===== src/rtl/morse_tx_arbiter_pkg.sv =====
`default_nettype none
// +----------------------------------------------------------------------------+
// | Module      : morse_tx_arbiter_pkg                                          |
// | Description : Shared definitions for the morse_tx source arbiter: FSM      |
// |               state encoding and the ASCII codes the arbiter emits.        |
// | Revision    : 1.0 - initial release                                        |
// +----------------------------------------------------------------------------+
package morse_tx_arbiter_pkg;

  typedef logic [1:0] state_t;

  localparam state_t ST_IDLE   = 2'd0;  // waiting for a requester
  localparam state_t ST_STREAM = 2'd1;  // one source owns the transmitter
  localparam state_t ST_SEP    = 2'd2;  // emitting the inter-message space

  localparam logic [7:0] ASCII_SPACE = 8'h20;
  localparam logic [7:0] ASCII_NUL   = 8'h00;  // also means "no write" on tx_ascii

endpackage
`default_nettype wire


===== src/rtl/morse_tx_arbiter_if.sv =====
`default_nettype none
// +----------------------------------------------------------------------------+
// | Module      : morse_tx_arbiter_if                                           |
// | Description : Byte-stream request bundle from N ASCII sources into the     |
// |               morse_tx arbiter.                                            |
// | Ports       : req_valid[N]  source i presents a byte                       |
// |               req_data[8N]  byte of source i on req_data[8i+:8]            |
// |               req_last[N]   byte closes the message                        |
// |               req_ready[N]  byte taken this cycle (valid && ready)         |
// |               master = sources side, slave = arbiter side                  |
// | Revision    : 1.0 - initial release                                        |
// +----------------------------------------------------------------------------+
interface morse_tx_arbiter_if #(
  parameter int N = 4
);

  logic [N-1:0]   req_valid;
  logic [8*N-1:0] req_data;
  logic [N-1:0]   req_last;
  logic [N-1:0]   req_ready;

  modport master (
    output req_valid,
    output req_data,
    output req_last,
    input  req_ready
  );

  modport slave (
    input  req_valid,
    input  req_data,
    input  req_last,
    output req_ready
  );

endinterface
`default_nettype wire


===== src/rtl/morse_tx_arbiter_rr.sv =====
`default_nettype none
// +----------------------------------------------------------------------------+
// | Module      : rr_arbiter                                                    |
// | Description : Combinational rotate-priority pick. Searches i_req starting  |
// |               at i_ptr+1 (mod N) and returns the first set index.          |
// | Ports       : i_req[N]   request vector                                    |
// |               i_ptr      index of the previous winner                      |
// |               o_found    at least one request is set                       |
// |               o_idx      winning index (0 when none found)                 |
// | Revision    : 1.0 - initial release                                        |
// +----------------------------------------------------------------------------+
module rr_arbiter #(
  parameter int N = 4
) (
  input  wire [N-1:0]         i_req,
  input  wire [$clog2(N)-1:0] i_ptr,
  output logic                o_found,
  output logic [$clog2(N)-1:0] o_idx
);

  localparam int W = $clog2(N);

  int           w_sum;
  logic [W-1:0] w_cand;

  // Walk the offsets from farthest to nearest so the nearest hit is the
  // last assignment and therefore wins.
  always_comb begin
    o_found = 1'b0;
    o_idx   = '0;
    w_sum   = 0;
    w_cand  = '0;
    for (int k = N; k >= 1; k--) begin
      w_sum = int'(i_ptr) + k;
      if (w_sum >= N) begin
        w_sum = w_sum - N;
      end
      w_cand = w_sum[W-1:0];
      if (i_req[w_cand]) begin
        o_found = 1'b1;
        o_idx   = w_cand;
      end
    end
  end

endmodule
`default_nettype wire


===== src/rtl/morse_tx_arbiter.sv =====
`default_nettype none
// +----------------------------------------------------------------------------+
// | Module      : morse_tx_arbiter                                              |
// | Description : Shares one morse_tx between N ASCII sources. A source owns   |
// |               the transmitter for a whole message (round-robin choice),    |
// |               bytes are paced against the tx FIFO full flag, an optional   |
// |               space follows every message, and a stalled message is        |
// |               aborted after TIMEOUT idle cycles.                           |
// | Ports       : clk, rst      clock / synchronous active-high reset          |
// |               req_if        slave side of the source request bundle        |
// |               o_tx_ascii    to morse_tx.ascii_in, 0x00 = no write          |
// |               i_tx_full     morse_tx.full                                  |
// |               o_grant_valid a source currently owns the transmitter        |
// |               o_grant_id    owning source index                            |
// |               o_abort       one-cycle pulse, message dropped by timeout    |
// | Revision    : 1.0 - initial release                                        |
// +----------------------------------------------------------------------------+
module morse_tx_arbiter
  import morse_tx_arbiter_pkg::*;
#(
  parameter int N          = 4,
  parameter int TIMEOUT    = 1024,
  parameter int INSERT_SEP = 1
) (
  input  wire                  clk,
  input  wire                  rst,
  morse_tx_arbiter_if.slave    req_if,
  output logic [7:0]           o_tx_ascii,
  input  wire                  i_tx_full,
  output logic                 o_grant_valid,
  output logic [$clog2(N)-1:0] o_grant_id,
  output logic                 o_abort
);

  localparam int W  = $clog2(N);
  localparam int TW = $clog2(TIMEOUT);

  localparam logic [W-1:0]  c_PTR_RESET     = W'(N - 1);
  // Timer value from which one more idle cycle reaches TIMEOUT-1.
  localparam logic [TW-1:0] c_TIMER_PRE_END = TW'(TIMEOUT - 2);
  localparam state_t        c_AFTER_MSG     = (INSERT_SEP != 0) ? ST_SEP : ST_IDLE;

  state_t        r_state;
  state_t        w_next_state;
  logic [W-1:0]  r_ptr;
  logic [W-1:0]  r_grant_id;
  logic [7:0]    r_tx_ascii;
  logic [TW-1:0] r_timer;
  logic          r_abort;

  logic          w_found;
  logic [W-1:0]  w_pick;
  logic          w_gnt_valid;
  logic          w_gnt_last;
  logic [7:0]    w_gnt_data;
  logic          w_can_write;
  logic          w_accept;
  logic          w_idle_tick;
  logic          w_timeout;
  logic          w_msg_end;
  logic          w_sep_write;

  rr_arbiter #(
    .N (N)
  ) u_rr (
    .i_req   (req_if.req_valid),
    .i_ptr   (r_ptr),
    .o_found (w_found),
    .o_idx   (w_pick)
  );

  assign w_gnt_valid = req_if.req_valid[r_grant_id];
  assign w_gnt_last  = req_if.req_last[r_grant_id];
  assign w_gnt_data  = req_if.req_data[{r_grant_id, 3'b000} +: 8];

  // A write may only go out when the previous registered write has cleared;
  // this both forces a gap cycle and lets the full flag catch up.
  assign w_can_write = !i_tx_full && (r_tx_ascii == ASCII_NUL);
  assign w_accept    = (r_state == ST_STREAM) && w_can_write && w_gnt_valid;
  // Idle means the owner has nothing to offer; back-pressure does not count.
  assign w_idle_tick = (r_state == ST_STREAM) && !w_gnt_valid;
  assign w_timeout   = w_idle_tick && (r_timer == c_TIMER_PRE_END);
  assign w_msg_end   = (w_accept && w_gnt_last) || w_timeout;
  assign w_sep_write = (r_state == ST_SEP) && w_can_write;

  // State register
  always_ff @(posedge clk) begin
    if (rst) begin
      r_state <= ST_IDLE;
    end else begin
      r_state <= w_next_state;
    end
  end

  // Next-state logic
  always_comb begin
    w_next_state = r_state;
    case (r_state)
      ST_IDLE: begin
        if (w_found) begin
          w_next_state = ST_STREAM;
        end
      end
      ST_STREAM: begin
        if (w_msg_end) begin
          w_next_state = c_AFTER_MSG;
        end
      end
      ST_SEP: begin
        if (w_sep_write) begin
          w_next_state = ST_IDLE;
        end
      end
      default: begin
        w_next_state = ST_IDLE;
      end
    endcase
  end

  // Outputs decoded from state
  always_comb begin
    req_if.req_ready = '0;
    o_grant_valid    = 1'b0;
    if (r_state == ST_STREAM) begin
      req_if.req_ready[r_grant_id] = w_can_write;
      o_grant_valid                = 1'b1;
    end
  end

  // Grant, pointer, timer and write register
  always_ff @(posedge clk) begin
    if (rst) begin
      r_ptr      <= c_PTR_RESET;
      r_grant_id <= '0;
      r_tx_ascii <= ASCII_NUL;
      r_timer    <= '0;
      r_abort    <= 1'b0;
    end else begin
      r_tx_ascii <= ASCII_NUL;
      r_abort    <= 1'b0;

      if ((r_state == ST_IDLE) && w_found) begin
        r_grant_id <= w_pick;
        r_ptr      <= w_pick;
        r_timer    <= '0;
      end

      // A NUL byte is consumed like any other but leaves tx_ascii at 0.
      if (w_accept) begin
        r_tx_ascii <= w_gnt_data;
        r_timer    <= '0;
      end else if (w_idle_tick) begin
        r_timer <= r_timer + 1'b1;
      end

      if (w_timeout) begin
        r_abort <= 1'b1;
      end

      if (w_sep_write) begin
        r_tx_ascii <= ASCII_SPACE;
      end
    end
  end

  assign o_tx_ascii = r_tx_ascii;
  assign o_grant_id = r_grant_id;
  assign o_abort    = r_abort;

endmodule
`default_nettype wire


===== src/flat_wrapper.sv =====
// flat-port wrapper written by rule: the top's interface ports become plain ports
module morse_tx_arbiter_flat import morse_tx_arbiter_pkg::*;
#(
  parameter int N          = 4,
  parameter int TIMEOUT    = 1024,
  parameter int INSERT_SEP = 1
)
  (clk, rst, o_tx_ascii, i_tx_full, o_grant_valid, o_grant_id, o_abort, req_if_req_valid, req_if_req_data, req_if_req_last, req_if_req_ready);
  morse_tx_arbiter_if #(.N(N)) req_if_i ();
  input  wire clk;
  input  wire rst;
  output logic [7:0] o_tx_ascii;
  input  wire i_tx_full;
  output logic o_grant_valid;
  output logic [$clog2(N)-1:0] o_grant_id;
  output logic o_abort;
  input wire logic [$bits(req_if_i.req_valid)-1:0] req_if_req_valid;
  input wire logic [$bits(req_if_i.req_data)-1:0] req_if_req_data;
  input wire logic [$bits(req_if_i.req_last)-1:0] req_if_req_last;
  output wire logic [$bits(req_if_i.req_ready)-1:0] req_if_req_ready;
  assign req_if_i.req_valid = req_if_req_valid;
  assign req_if_i.req_data = req_if_req_data;
  assign req_if_i.req_last = req_if_req_last;
  assign req_if_req_ready = req_if_i.req_ready;
  morse_tx_arbiter #(.N(N), .TIMEOUT(TIMEOUT), .INSERT_SEP(INSERT_SEP)) u_core (.clk(clk), .rst(rst), .req_if(req_if_i), .o_tx_ascii(o_tx_ascii), .i_tx_full(i_tx_full), .o_grant_valid(o_grant_valid), .o_grant_id(o_grant_id), .o_abort(o_abort));
endmodule

===== config.mk =====
export PLATFORM = sky130hd
export DESIGN_NAME = morse_tx_arbiter_flat
export DESIGN_NICKNAME = d
export VERILOG_FILES = /design/src/rtl/morse_tx_arbiter_pkg.sv /design/src/rtl/morse_tx_arbiter_if.sv /design/src/rtl/morse_tx_arbiter_rr.sv /design/src/rtl/morse_tx_arbiter.sv /design/src/flat_wrapper.sv
export SDC_FILE = /design/constraint.sdc
export NUM_CORES = 1
export LEC_CHECK = 0
export CELL_PAD_IN_SITES_DETAIL_PLACEMENT = 1
export CELL_PAD_IN_SITES_GLOBAL_PLACEMENT = 1
export CORE_ASPECT_RATIO = 0.6
export CORE_UTILIZATION = 31
export DETAILED_ROUTE_END_ITERATION = 8
export HOLD_SLACK_MARGIN = 0.12
export MAX_ROUTING_LAYER = met4
export PLACE_DENSITY_LB_ADDON = 0.1
export RECOVER_POWER = 25
export SKIP_CTS_REPAIR_TIMING = 1
export SLEW_MARGIN = 20
export SYNTH_ARGS = -nofsm -noshare
export SYNTH_HDL_FRONTEND = slang
export SYNTH_HIERARCHICAL = 1
export SYNTH_SLANG_ARGS = --single-unit
export TNS_END_PERCENT = 20

===== constraint.sdc =====
create_clock -name clk -period 2.26 [get_ports clk]
set_clock_uncertainty 0.1 [all_clocks]
set_input_delay 0.339 -clock clk [delete_from_list [all_inputs] [get_ports clk]]
set_output_delay 0.339 -clock clk [all_outputs]
set_load 0.005 [all_outputs]

# ---- Word level (Yosys, flattened, before mapping)
# Index checks and enable logic that the tools add are counted.
dict set report word_totals {
  inputBits 43
  out_inout_bits 16
  reg_bits 25
}
dict set report op_classes {
  n_eq_ne 6
  magnitude_cmp 10
  shifts 1
  bitwise_logic 2
  mux 37
  n_addsub 9
  n_reduce_logical 18
}
# op count
set ops {}
lappend ops {{$shiftx 32x6->8} 1}
lappend ops {{$mux 2} 11}
lappend ops {{$mux 10} 2}
lappend ops {{$lt 2x3->1 const B} 5}
lappend ops {{$mux 1} 13}
lappend ops {{$bmux 1 s2} 6}
lappend ops {{$mux 6} 2}
lappend ops {{$add 10x1->10 const B} 1}
lappend ops {{$eq 10x10->1 const B} 1}
lappend ops {{$ge 3x3->1 const B} 3}
lappend ops {{$logic_and 1x1->1} 9}
lappend ops {{$logic_not 8->1} 1}
lappend ops {{$sub 2x1->2 const B} 4}
lappend ops {{$add 2x2->3 const B} 2}
lappend ops {{$ne 2x1->1 const B} 3}
lappend ops {{$pmux 2 s3} 1}
lappend ops {{$add 2x3->4 const B} 1}
lappend ops {{$and 4x4->4} 1}
lappend ops {{$ge 4x3->1 const B} 1}
lappend ops {{$mux 4} 1}
lappend ops {{$add 2x1->3 const B} 1}
lappend ops {{$reduce_and 3->1} 1}
lappend ops {{$reduce_or 3->1} 1}
lappend ops {{$demux 1 s2} 1}
lappend ops {{other kinds (9)} 10}

# ---- Longest topological paths before layout
# Gate-level depths: netlist of run 1.
dict set report depth {
  depth_word 12
  mapped_depth 7
  ltp_nobuf 6
}

# ---- Hierarchy
# Netlist of run 1, hierarchy kept.
# mod n_inst area_each_um2 cells_per_inst
set by_module_without_submodules {}
lappend by_module_without_submodules {morse_tx_arbiter 1 1355.0 144}
lappend by_module_without_submodules {rr_arbiter 1 91.3 14}

# ---- Least setup slack after synthesis of run 1
# No wires, ideal clock.
dict set report synth_timing {
  kind {register to register}
  start {register u_core.r_grant_id[0] (netlist: u_core/o_grant_id[0])}
  end {register u_core.r_timer[4]}
  path_slack_ps 185
  stages_incl_launch_ff 6
  t_arrival_ps 1904
  n_path_buf 1
  setup_ps 71
  period_less_slack_ps 2075
  cell_sequence {dfxtp_1 buf_6 mux4_2 or2_4 or4b_1 a21oi_1}
}
dict set report synth_via {
  elab_chain_len 5
}
# item line
set synth_rtl {}
lappend synth_rtl {{start, declared} morse_tx_arbiter.sv:46} ;# logic [W-1:0] r_grant_id;
lappend synth_rtl {{start signal, assigned} morse_tx_arbiter.sv:143} ;# r_grant_id <= w_pick;
lappend synth_rtl {{$bmux 1 s2 (*)} morse_tx_arbiter.sv:72} ;# assign w_gnt_valid = req_if.req_valid[r_grant_id];
lappend synth_rtl {{$mux 1 (implied by the code) (*)} morse_tx_arbiter.sv:72}
lappend synth_rtl {{$logic_not 1->1} morse_tx_arbiter.sv:81} ;# assign w_idle_tick = (r_state == ST_STREAM) && !w_gnt_valid;
lappend synth_rtl {{$logic_and 1x1->1} morse_tx_arbiter.sv:81}
lappend synth_rtl {{$mux 10 or $reduce_bool 2->1 (tied branches)} n/a}
lappend synth_rtl {{end signal, assigned} morse_tx_arbiter.sv:153} ;# r_timer <= r_timer + 1'b1;
lappend synth_rtl {{end, declared} morse_tx_arbiter.sv:48} ;# logic [TW-1:0] r_timer;
# Mark *: on every way between the ends. The rest lies on a longest branch, timed or not. The select of a mux whose other input is x is not followed.
# A chain may end at the register's enable or synchronous reset.

# ---- Final worst setup path of run 1
dict set report layout_timing {
  start {input port i_tx_full}
  end {output port req_if_req_ready[0]}
}
dict set report layout_via {
  elab_chain_len 4
}
# item line
set layout_rtl {}
lappend layout_rtl {{start, declared} flat_wrapper.sv:13} ;# input wire i_tx_full;
lappend layout_rtl {{$logic_not 1->1} morse_tx_arbiter.sv:78} ;# assign w_can_write = !i_tx_full && (r_tx_ascii == ASCII_NUL);
lappend layout_rtl {{$logic_and 1x1->1} morse_tx_arbiter.sv:78}
lappend layout_rtl {{$and 4x4->4 (no source line)} n/a}
lappend layout_rtl {{$mux 4} morse_tx_arbiter.sv:124} ;# if (r_state == ST_STREAM) begin
lappend layout_rtl {{end, declared} flat_wrapper.sv:20} ;# output wire logic [$bits(req_if_i.req_ready)-1:0] req_if_req_ready;
# No other way between the ends.

==> results of run 1 <==
worst register-to-register path, cell delays in order (launching register included):
cell and delay, ps:
sky130_fd_sc_hd__dfxtp_1 360, sky130_fd_sc_hd__mux4_2 550, sky130_fd_sc_hd__buf_4 190, sky130_fd_sc_hd__nor4_1 310
sky130_fd_sc_hd__mux2_2 370, sky130_fd_sc_hd__nor2_1 90
cells in the final DEF, fill, tap and decap left out, types with 7 or more instances in the layout:
cell and count:
sky130_fd_sc_hd__clkdlybuf4s50_1 51, sky130_fd_sc_hd__dfxtp_1 25, sky130_fd_sc_hd__buf_4 18, sky130_fd_sc_hd__nand2_1 16
sky130_fd_sc_hd__nor2_1 12, sky130_fd_sc_hd__a21oi_1 12, sky130_fd_sc_hd__mux4_2 10, sky130_fd_sc_hd__nor3_1 7
sky130_fd_sc_hd__nor2b_1 7
cell type report:
cell class,count,area [um2]
clock buffers,3,41.29
inverters,4,15.01
fillers,491,2014
well taps,60,75.07
clock inverters,1,7.507
repair buffers,76,723.2
multi-input cells,120,902.1
flip-flops and latches,25,500.5
per-stage QoR:
step / utilization [%] / setup TNS [ps] / hold WS (ps) / cells
after floorplan: - / 0 / 371.5 / 158
after global placement: 51.32 / -1434 / 386.0 / 285
after detailed placement: 51.32 / -2324 / 407.0 / 285
after CTS: 52.46 / -1283 / 421.8 / 289
after global routing: 52.92 / -299.9 / 437.0 / 289
final: 52.92 / -193.0 / 417.9 / 289
kinds of logic (layout without fill, tap and decap cells):
kind of cell	Yosys count	count (layout)	synth area share (%)
and+or+nand+nor	73	73	26.99
AOI/OAI and AO/OA	31	31	14.36
DFF	25	25	34.60
muxes	13	13	17.82
buffers and inverters	13	84	3.892
adders and majority gates	2	2	1.730
xor gates and xnor gates	1	1	0.6056
flip-flops by register name, summed over array words and instances, names as in the netlist:
signal and flops:
u_core/o_abort 1, u_core/o_grant_id 2, u_core/o_tx_ascii 8, u_core/r_ptr 2, u_core/r_state 2, u_core/r_timer 10
path summary, 6_finish.rpt:
check | from | to | slack (ps) | cells after the start
worst max register to register | u_core/o_grant_id[0]$_SDFFE_PP0P_ | u_core/r_timer[6]$_SDFFE_PP0P_ | 230 | 5
worst min-delay path | u_core/r_timer[5]$_SDFFE_PP0P_ | u_core/r_timer[5]$_SDFFE_PP0P_ | 420 | 2
worst max-delay path | i_tx_full | req_if_req_ready[0] | -190 | 5
worst min register to register | u_core/r_timer[5]$_SDFFE_PP0P_ | u_core/r_timer[5]$_SDFFE_PP0P_ | 420 | 2
power breakdown:
| group | internal, mW | switching [mW] | total (mW) |
|---|---|---|---|
| Combinational | 0.203 | 0.143 | 0.346 |
| Sequential | 0.456 | 0.0166 | 0.473 |
| Clock | 0.125 | 0.150 | 0.275 |
per-layer routing:
layer  vias up  GRT usage, %
li1        728             -
met1       751         29.05
met2        40         34.86
met3         4         3.689
met4         0         5.108
met5         -             -
==> impl_summary.log, run 1 <==
INFO  metric grt_pass1_wl = 7652 um
INFO  metric critical_path.top_delay_family = buffers and inverters
INFO  metric routed_wire_length_per_instance = 17.69 um
INFO  metric finalNetCount = ~280
INFO  metric grt_start_max_net_pins = 16
INFO  metric met2_length = 2452 um
INFO  metric kind_of_capture_point_of_the_worst_setup_path = output port
INFO  metric synth.yosys.seq_area_share = 34.60%
INFO  metric synth_area_leaders = sky130_fd_sc_hd__dfxtp_1 (35%), sky130_fd_sc_hd__mux4_2 (16%), sky130_fd_sc_hd__a21oi_1 (4.2%)
INFO  metric synthTopCellsByCount = sky130_fd_sc_hd__dfxtp_1 (25), sky130_fd_sc_hd__nand2_1 (16), sky130_fd_sc_hd__a21oi_1 (12), sky130_fd_sc_hd__nor2_1 (12), sky130_fd_sc_hd__mux4_2 (10)
INFO  metric tritoncts = done
INFO  metric core-area = between 4000 and 5000 um2
INFO  metric dpl_worst_slack = -342.0 ps
INFO  metric finalWorstPathRequiredPeriod = ~2500 ps
INFO  metric number_of_hold_slack_violations_in_the_final_timing_report = 0
INFO  metric synth_enable_flop_cells = 0
INFO  metric setup.worst_path.start_class = primary input
INFO  metric cts_made_buffers = 3
INFO  metric met3_length = 289 um
INFO  metric syn2layout_area_growth = 56.57%
INFO  metric chipHeight = 54.91 um
INFO  metric ant_nets = 0
INFO  metric synth.ff_latch_count = 25
INFO  metric netlist_instances = 158
INFO  metric worstPathCellList = clkdlybuf4s50_1 -> nor4_2 -> and4b_2 -> nor3b_2 -> clkdlybuf4s50_1
INFO  metric powerDensity = ~480 nW/um2
INFO  metric count_of_synthesis_stage_warnings_from_yosys = 6
INFO  metric met1Wirelength = ~2300 um
INFO  metric gr-total-overflow = 0
INFO  metric post_route_cells_drive_above_1_share = 18.34%
INFO  metric syn_area_per_cell = 9.154 um2
INFO  metric tritoncts_num_sinks = 25
INFO  metric max_clock_freq = about 410 MHz
INFO  metric rsz0062_at_grt = true
INFO  metric netlist-cell-type-count = 40
INFO  metric antennaDiodeCount = 0
INFO  metric post-synth-top-count-cell = sky130_fd_sc_hd__dfxtp_1
INFO  metric sum_of_buffers_and_inverters_on_the_critical_path = 2
INFO  metric netlist_area = 1446 um2
INFO  metric timing.critical_path.required = 1820 ps
INFO  metric worstMarginPinSlew = a little over 400 ps
INFO  metric start_util = 33.80%
INFO  metric worst_path_maximum_fanout = 5
INFO  metric first_pass_iters = 4
INFO  metric gr-usage-all-layers = 21.62%
INFO  metric insertion_delay = 270 ps
INFO  metric floorplan.die_area = between 4000 and 5000 um2
INFO  metric syn-num-nets = 203
INFO  metric timing.final.crit_share = 108.5%
INFO  metric critical_path_class = primary input to output port
INFO  metric cp_data_arrival_time = 2010 ps
INFO  metric detail_route.vias_per_cell = 5.270
INFO  metric cts_htree_levels = 1
INFO  metric clk_root_buffer_cell = sky130_fd_sc_hd__clkbuf_8
INFO  metric drcViolationCount = 0
INFO  metric clk_pin_slew = 90 ps
INFO  metric io_pins = ~60
INFO  metric placedInstanceArea = 2196 um2
INFO  metric timing.max_cap.violations = 0
INFO  metric finalSetupViolations = 1
INFO  metric cpPeakStageDelay = 520 ps
INFO  metric synth.top_cell.area_share = 34.60%
INFO  metric failing_checks = negative setup slack
INFO  metric setup_slack = -193.0 ps
INFO  metric number_of_global_route_vias_before_repair = 1491
INFO  metric async_flop_share = 0%
INFO  metric antenna_found_initial = 0
INFO  metric outcome = finished with violations
INFO  metric globalplace.congestion = 0.8696
INFO  metric placement_rows = 18
INFO  metric port-buffer-count = 58
INFO  metric ctsLongestPathBuffers = 2
INFO  metric postSynth.topFlopCell = sky130_fd_sc_hd__dfxtp_1
INFO  metric vias = 1523
INFO  metric p_leak = approximately 0.87 nW
INFO  metric fp.dieW = around 90 um
INFO  metric vdd_ir_drop_max = 0.2471 mV
INFO  metric place_hpwl = 4283 um
INFO  metric post-synth-top-area-cell = sky130_fd_sc_hd__dfxtp_1
INFO  metric drt_iter0_markers = 66
INFO  metric post-layout-total-power = between 1 and 1.5 mW
INFO  metric wirelength = 5113 um
INFO  metric max-slew-margin-rel = a little over 70%
INFO  metric timing_max_transition_violations_final = 0
INFO  metric hold_path_class = flop to flop
INFO  metric worst_path_max_delay_cell = sky130_fd_sc_hd__clkdlybuf4s50_1
INFO  metric highest_routing_layer_actually_used = met4
INFO  metric critPathMostFrequentCell = sky130_fd_sc_hd__clkdlybuf4s50_1
INFO  metric final_design_area_no_fill = 2265 um2
Power figures use the tool's default switching activity.
==> run 2, diff against run 1 <==
- SKIP_LAST_GASP: unset -> 1
==> impl_summary.log, run 2 (synthesized netlist as in run 1, its figures left out) <==
INFO  metric start_util = 33.80% (unchanged)
INFO  metric most_common_library_cell_in_the_layout_ignoring_fill_and_taps = sky130_fd_sc_hd__clkdlybuf4s50_1
INFO  metric number_of_hold_slack_violations_in_the_final_timing_report = 0 (unchanged)
INFO  metric rsz0062_at_grt = true
INFO  metric finalWorstPathRequiredPeriod = 2504 ps (+50.90 ps)
INFO  metric port-buffer-count = 58 (unchanged)
INFO  metric worstMarginPinSlew = 415.9 ps (+5.668 ps)
INFO  metric detail_route.vias_per_cell = 5.291 (+0.39%)
INFO  metric chipHeight = 54.91 um (unchanged)
INFO  metric max-slew-margin-rel = 72.02% (-0.38 points)
INFO  metric start_point_of_the_worst_hold_path = u_core/r_timer[5]$_SDFFE_PP0P_
INFO  metric setup_slack = -243.9 ps (-50.90 ps)
INFO  metric p_leak = 0.8068 nW (-6.8%)
INFO  metric worst-r2r-setup-slack = 230 ps (about the same)
INFO  metric timing_max_transition_violations_final = 0 (unchanged)
INFO  metric routed_wire_length_per_instance = 17.70 um (about the same)
INFO  metric wirelength = 5114 um (about the same)
INFO  metric powerDensity = 486.5 nW/um2 (+0.73%)
INFO  metric finalNetCount = 275 (unchanged)
INFO  metric vdd_ir_drop_max = 0.2474 mV (+0.14%)
INFO  metric timing.max_cap.violations = 0 (unchanged)
INFO  metric clk_pin_slew = 90 ps (about the same)
INFO  metric ctsLongestPathBuffers = 2 (unchanged)
INFO  metric fp.dieW = 90.19 um (unchanged)
INFO  metric rr_endpoint = u_core/r_timer[6]$_SDFFE_PP0P_
INFO  metric max_clock_freq = 399.4 MHz (-2.0%)
INFO  metric drt_iter0_markers = 65 (-1.5%)
INFO  metric timing.critical_path.required = 1820 ps (about the same)
INFO  metric insertion_delay = 270 ps (about the same)
INFO  metric timing.final.crit_share = 110.8% (+2.3 points)
INFO  metric grt_start_max_net_pins = 16 (unchanged)
INFO  metric setup.worst_path.start_class = primary input
INFO  metric tritoncts = done
INFO  metric gr-usage-all-layers = 21.62% (unchanged)
INFO  metric ant_nets = 0 (unchanged)
INFO  metric antennaDiodeCount = 0 (unchanged)
INFO  metric antenna_found_initial = 0 (unchanged)
INFO  metric vias = 1529 (+0.39%)
INFO  metric tritoncts_num_sinks = 25 (unchanged)
INFO  metric cp_data_arrival_time = 2060 ps (+50 ps)
INFO  metric outcome = finished with violations
INFO  metric finalSetupViolations = 4 (+3)
INFO  metric first_pass_iters = 4 (unchanged)
INFO  metric critical_path_class = primary input to output port
INFO  metric cts_htree_levels = 1 (unchanged)
INFO  metric worst_path_maximum_fanout = 5 (unchanged)
INFO  metric setup_tns = -784.4 ps (-591.4 ps)
INFO  metric number_of_global_route_vias_before_repair = 1491 (unchanged)
INFO  metric post-layout-total-power = 1.096 mW (+0.17%)
INFO  metric cts_made_buffers = 3 (unchanged)
INFO  metric most-common-layout-cells = sky130_fd_sc_hd__clkdlybuf4s50_1 (54), sky130_fd_sc_hd__dfxtp_1 (25), sky130_fd_sc_hd__buf_4 (18)
INFO  metric largest_reg_flops = 10 (unchanged)
INFO  metric placement_rows = 18 (unchanged)
INFO  metric place_hpwl = 4283 um (unchanged)
INFO  metric drcViolationCount = 0 (unchanged)
INFO  metric io_pins = 59 (unchanged)
INFO  metric grt_pass1_wl = 7652 um (unchanged)
INFO  metric kind_of_capture_point_of_the_worst_setup_path = output port
INFO  metric core-area = 4279 um2 (unchanged)
INFO  metric largest_register = u_core/r_timer
INFO  metric reg2reg_depth = 5 (unchanged)
INFO  metric post_route_cells_drive_above_1_share = 17.90% (-0.44 points)
INFO  metric gr-total-overflow = 0 (unchanged)
INFO  metric hold-path-cell-count = 2 (unchanged)
INFO  metric failing_checks = negative setup slack
INFO  metric whs_endpoint = u_core/r_timer[5]$_SDFFE_PP0P_
INFO  metric globalplace.congestion = 0.8696 (unchanged)
INFO  metric r2r-start = u_core/o_grant_id[0]$_SDFFE_PP0P_
INFO  metric syn2layout_area_growth = 55.71%
INFO  metric floorplan.die_area = 4952 um2 (unchanged)
INFO  metric hold_path_class = flop to flop
INFO  metric clk_root_buffer_cell = sky130_fd_sc_hd__clkbuf_8
## run 2: critical path, stage by stage
cell and delay, ps:
sky130_fd_sc_hd__clkdlybuf4s50_1 440, sky130_fd_sc_hd__nor4_2 190, sky130_fd_sc_hd__and4b_2 350, sky130_fd_sc_hd__nor3b_1 210, sky130_fd_sc_hd__clkdlybuf4s50_1 530
## run 2: area by class of cell
class / count / area (um2)
Tap cell: 60 / 75.07
Timing Repair Buffer: 76 / 715.7
Sequential cell: 25 / 500.5
Multi-Input combinational cell: 120 / 897.1
Inverter: 4 / 15.01
Fill cell: 486 / 2027
Clock buffer: 3 / 41.29
Clock inverter: 1 / 7.507
## run 2: metrics by stage
stage / instances / hold slack, ps / worst slack (ps) / utilization, % / area (um2)
2_1_floorplan: 158 / 371.5 / 185.4 / - / 1446
3_3_place_gp: 285 / 386.0 / -244.0 / 51.32 / 2196
3_5_place_dp: 285 / 407.0 / -342.0 / 51.32 / 2196
4_1_cts: 289 / 421.8 / -370.8 / 52.46 / 2245
5_1_grt: 289 / 437.0 / -339.8 / 52.63 / 2252
6_report: 289 / 417.2 / -243.9 / 52.63 / 2252
## run 2: metal layers
| layer | track usage (%) | part of all wire [%] | vias up |
|---|---|---|---|
| met5 | - | 0 | - |
| met4 | 5.108 | 0.86 | 0 |
| met3 | 3.689 | 4.7 | 6 |
| met2 | 34.86 | 47 | 39 |
| met1 | 29.05 | 47 | 758 |
| li1 | - | - | 726 |
## run 2: worst max path at each step
stage,from,endpoint,slack [ps],cells after the start
after floorplan,u_core/o_grant_id[0]$_SDFFE_PP0P_,u_core/r_timer[4]$_SDFFE_PP0P_,190,5
after global placement,i_tx_full,req_if_req_ready[0],-240,5
after detailed placement,i_tx_full,req_if_req_ready[0],-340,5
after CTS,i_tx_full,req_if_req_ready[0],-370,5
after global routing,i_tx_full,req_if_req_ready[0],-340,5
final,i_tx_full,req_if_req_ready[0],-240,5
## run 2: report_power, final
group | total (mW) | internal, mW | switching [mW]
combinational | 0.346 | 0.202 | 0.143
clock | 0.277 | 0.125 | 0.152
sequential | 0.473 | 0.456 | 0.0168
==> run 3, diff against run 2 <==
- CORE_UTILIZATION: 31 -> 33
- clock period: 2.26 -> 3.07 ns (I/O delays scaled with it)
==> impl_summary.log, run 3 (synthesized netlist as in run 1, its figures left out) <==
INFO  metric start_util = 34.90% (+1.1 points)
INFO  metric tritoncts_num_sinks = 25 (unchanged)
INFO  metric io_pins = 59 (unchanged)
INFO  metric flop_pwr_share = 44.7% (+1.5 points)
INFO  metric hold_path_class = flop to flop
INFO  metric ctsLongestPathBuffers = 2 (unchanged)
INFO  metric detail_route.vias_per_cell = 5.302 (+0.21%)
INFO  metric setup_slack = 169.4 ps (+413.3 ps)
INFO  metric grt_start_max_net_pins = 16 (unchanged)
INFO  metric vdd_ir_drop_max = 0.1721 mV (-30%)
INFO  metric powerDensity = 364.4 nW/um2 (-25%)
INFO  metric grt_pass1_wl = 7383 um (-3.5%)
INFO  metric worst-r2r-setup-slack = 970 ps (+740 ps)
INFO  metric most_common_library_cell_in_the_layout_ignoring_fill_and_taps = sky130_fd_sc_hd__clkdlybuf4s50_1
INFO  metric port-buffer-count = 58 (unchanged)
INFO  metric p_leak = 0.7561 nW (-6.3%)
INFO  metric drcViolationCount = 0 (unchanged)
INFO  metric ant_nets = 0 (unchanged)
INFO  metric n_fill_cell = 501 (+3.1%)
INFO  metric number_of_global_route_vias_before_repair = 1457 (-2.3%)
INFO  metric worst_setup_path_endpoint = req_if_req_ready[0]
INFO  metric most-common-layout-cells = sky130_fd_sc_hd__clkdlybuf4s50_1 (48), sky130_fd_sc_hd__dfxtp_1 (25), sky130_fd_sc_hd__nand2_1 (16)
INFO  metric gr-usage-all-layers = 22.10% (+0.48 points)
INFO  metric largest_reg_flops = 10 (unchanged)
INFO  metric timing.final.crit_share = 94.48%
INFO  metric cts_htree_levels = 1 (unchanged)
INFO  metric post_route_cells_drive_above_1_share = 11.63% (-6.3 points)
INFO  metric vias = 1458 (-4.6%)
INFO  metric core-area = 4144 um2 (-3.2%)
INFO  metric critical_path_class = primary input to output port
INFO  metric clk_root_buffer_cell = sky130_fd_sc_hd__clkbuf_8
INFO  metric critPathLaunch = i_tx_full
INFO  metric setup_tns = 0 ps (+784.4 ps)
INFO  metric largest_register = u_core/r_timer
INFO  metric gr-total-overflow = 0 (unchanged)
INFO  metric cts_made_buffers = 3 (unchanged)
INFO  metric first_pass_iters = 4 (unchanged)
INFO  metric worstMarginPinSlew = 411.1 ps (-4.785 ps)
INFO  metric combinationalPowerShare = 29.4% (-2.1 points)
INFO  metric intPower = 0.5582 mW (-29%)
INFO  metric floorplan.die_area = 4660 um2 (-5.9%)
INFO  metric outcome = completed
INFO  metric drt_iter0_markers = 58 (-11%)
INFO  metric cp_data_arrival_time = 2340 ps (+280 ps)
INFO  metric reg2reg_depth = 4 (-1)
INFO  metric timing.critical_path.required = 2510 ps (+690 ps)
INFO  metric dpl_worst_slack = 171.3 ps (+513.3 ps)
INFO  metric routed_wire_length_per_instance = 17.20 um (-2.8%)
INFO  metric clk_pin_slew = 90 ps (about the same)
INFO  metric wirelength = 4729 um (-7.5%)
INFO  metric kind_of_capture_point_of_the_worst_setup_path = output port
INFO  metric finalNetCount = 261 (-5.1%)
INFO  metric place.detailed.instances = 271 (-4.9%)
INFO  metric timing.max_cap.violations = 0 (unchanged)
INFO  metric placement_rows = 18 (unchanged)
INFO  metric setup.worst_path.start_class = primary input
INFO  metric fp.dieW = 87.47 um (-3.0%)
INFO  metric instances_no_fill = 275 (-4.8%)
INFO  metric syn2layout_area_growth = 47.92%
INFO  metric rr_endpoint = u_core/r_timer[4]$_SDFFE_PP0P_
INFO  metric tritoncts = done
INFO  metric insertion_delay = 270 ps (about the same)
INFO  metric max-slew-margin-rel = 72.51% (+0.49 points)
INFO  metric power_frac_clock = 25.9% (+0.6 points)
INFO  metric antennaDiodeCount = 0 (unchanged)
INFO  metric netSwitchingPower = 0.2214 mW (-29%)
INFO  metric finalWorstPathRequiredPeriod = 2901 ps
INFO  metric antenna_found_initial = 0 (unchanged)
INFO  metric rsz0062_at_grt = false
INFO  metric r2r-start = u_core/o_grant_id[0]$_SDFFE_PP0P_
INFO  metric finalSetupViolations = 0 (-4)
INFO  metric max_clock_freq = about 340 MHz
INFO  metric globalplace.congestion = 0.8227 (-5.4%)
INFO  metric number_of_hold_slack_violations_in_the_final_timing_report = 0 (unchanged)
INFO  metric power_switching_share = 28.40% (-0.057 points)
INFO  metric chipHeight = 53.28 um (-3.0%)
INFO  metric timing_max_transition_violations_final = 0 (unchanged)
INFO  metric worst_path_maximum_fanout = 7 (+2)
INFO  metric place_hpwl = 3954 um (-7.7%)
## run 3: metrics by stage
step	util, %	instance area [um2]	total power [mW]	hold WS (ps)
final	51.63	2140	0.7795	425.4
after CTS	51.63	2140	0.7856	426.1
after detailed placement	50.45	2091	0.5861	406.6
after global routing	51.63	2140	0.8196	455.3
after global placement	50.45	2091	0.5769	389.1
after floorplan	-	1446	0.4769	371.5
## run 3: worst min path at each step
stage,depth (start not counted),end,startpoint
detailed placement,2,u_core/r_timer[5]$_SDFFE_PP0P_,u_core/r_timer[5]$_SDFFE_PP0P_
global placement,2,u_core/r_timer[5]$_SDFFE_PP0P_,u_core/r_timer[5]$_SDFFE_PP0P_
global route,2,u_core/r_timer[5]$_SDFFE_PP0P_,u_core/r_timer[5]$_SDFFE_PP0P_
CTS,2,u_core/r_timer[5]$_SDFFE_PP0P_,u_core/r_timer[5]$_SDFFE_PP0P_
floorplan,2,u_core/r_timer[5]$_SDFFE_PP0P_,u_core/r_timer[5]$_SDFFE_PP0P_
finish,2,u_core/r_timer[5]$_SDFFE_PP0P_,u_core/r_timer[5]$_SDFFE_PP0P_
## run 3: layout make-up
| cell class | count | area (um2) | share of cell area (%) |
|---|---|---|---|
| clock buffer | 3 | 41.29 | 1.930 |
| clock inverter | 1 | 7.507 | 0.3509 |
| inverter | 4 | 15.01 | 0.7018 |
| multi-input combinational | 120 | 889.6 | 41.58 |
| sequential | 25 | 500.5 | 23.39 |
| tap | 60 | 75.07 | 3.509 |
| timing repair buffer | 62 | 610.6 | 28.54 |
## run 3: worst max-delay path: stages
cell,delay (ps)
sky130_fd_sc_hd__clkdlybuf4s50_1,410
sky130_fd_sc_hd__nor4_1,270
sky130_fd_sc_hd__and4b_1,440
sky130_fd_sc_hd__nor3b_1,230
sky130_fd_sc_hd__clkdlybuf4s50_1,530
## run 3: layer usage
metal  routed length (um)  global-route usage [%]
met1                 2390                   30.89
met2                 2188                   34.90
met3                  124                   3.120
met4                   26                   3.005
met5                    0                       -
## run 3: power groups by stage
stage	logic [mW]	clock network [mW]	registers [mW]
global placement	0.222	0	0.355
global route	0.247	0.222	0.351
detailed placement	0.230	0	0.356
finish	0.229	0.202	0.349
CTS	0.231	0.206	0.349
floorplan	0.122	0	0.355
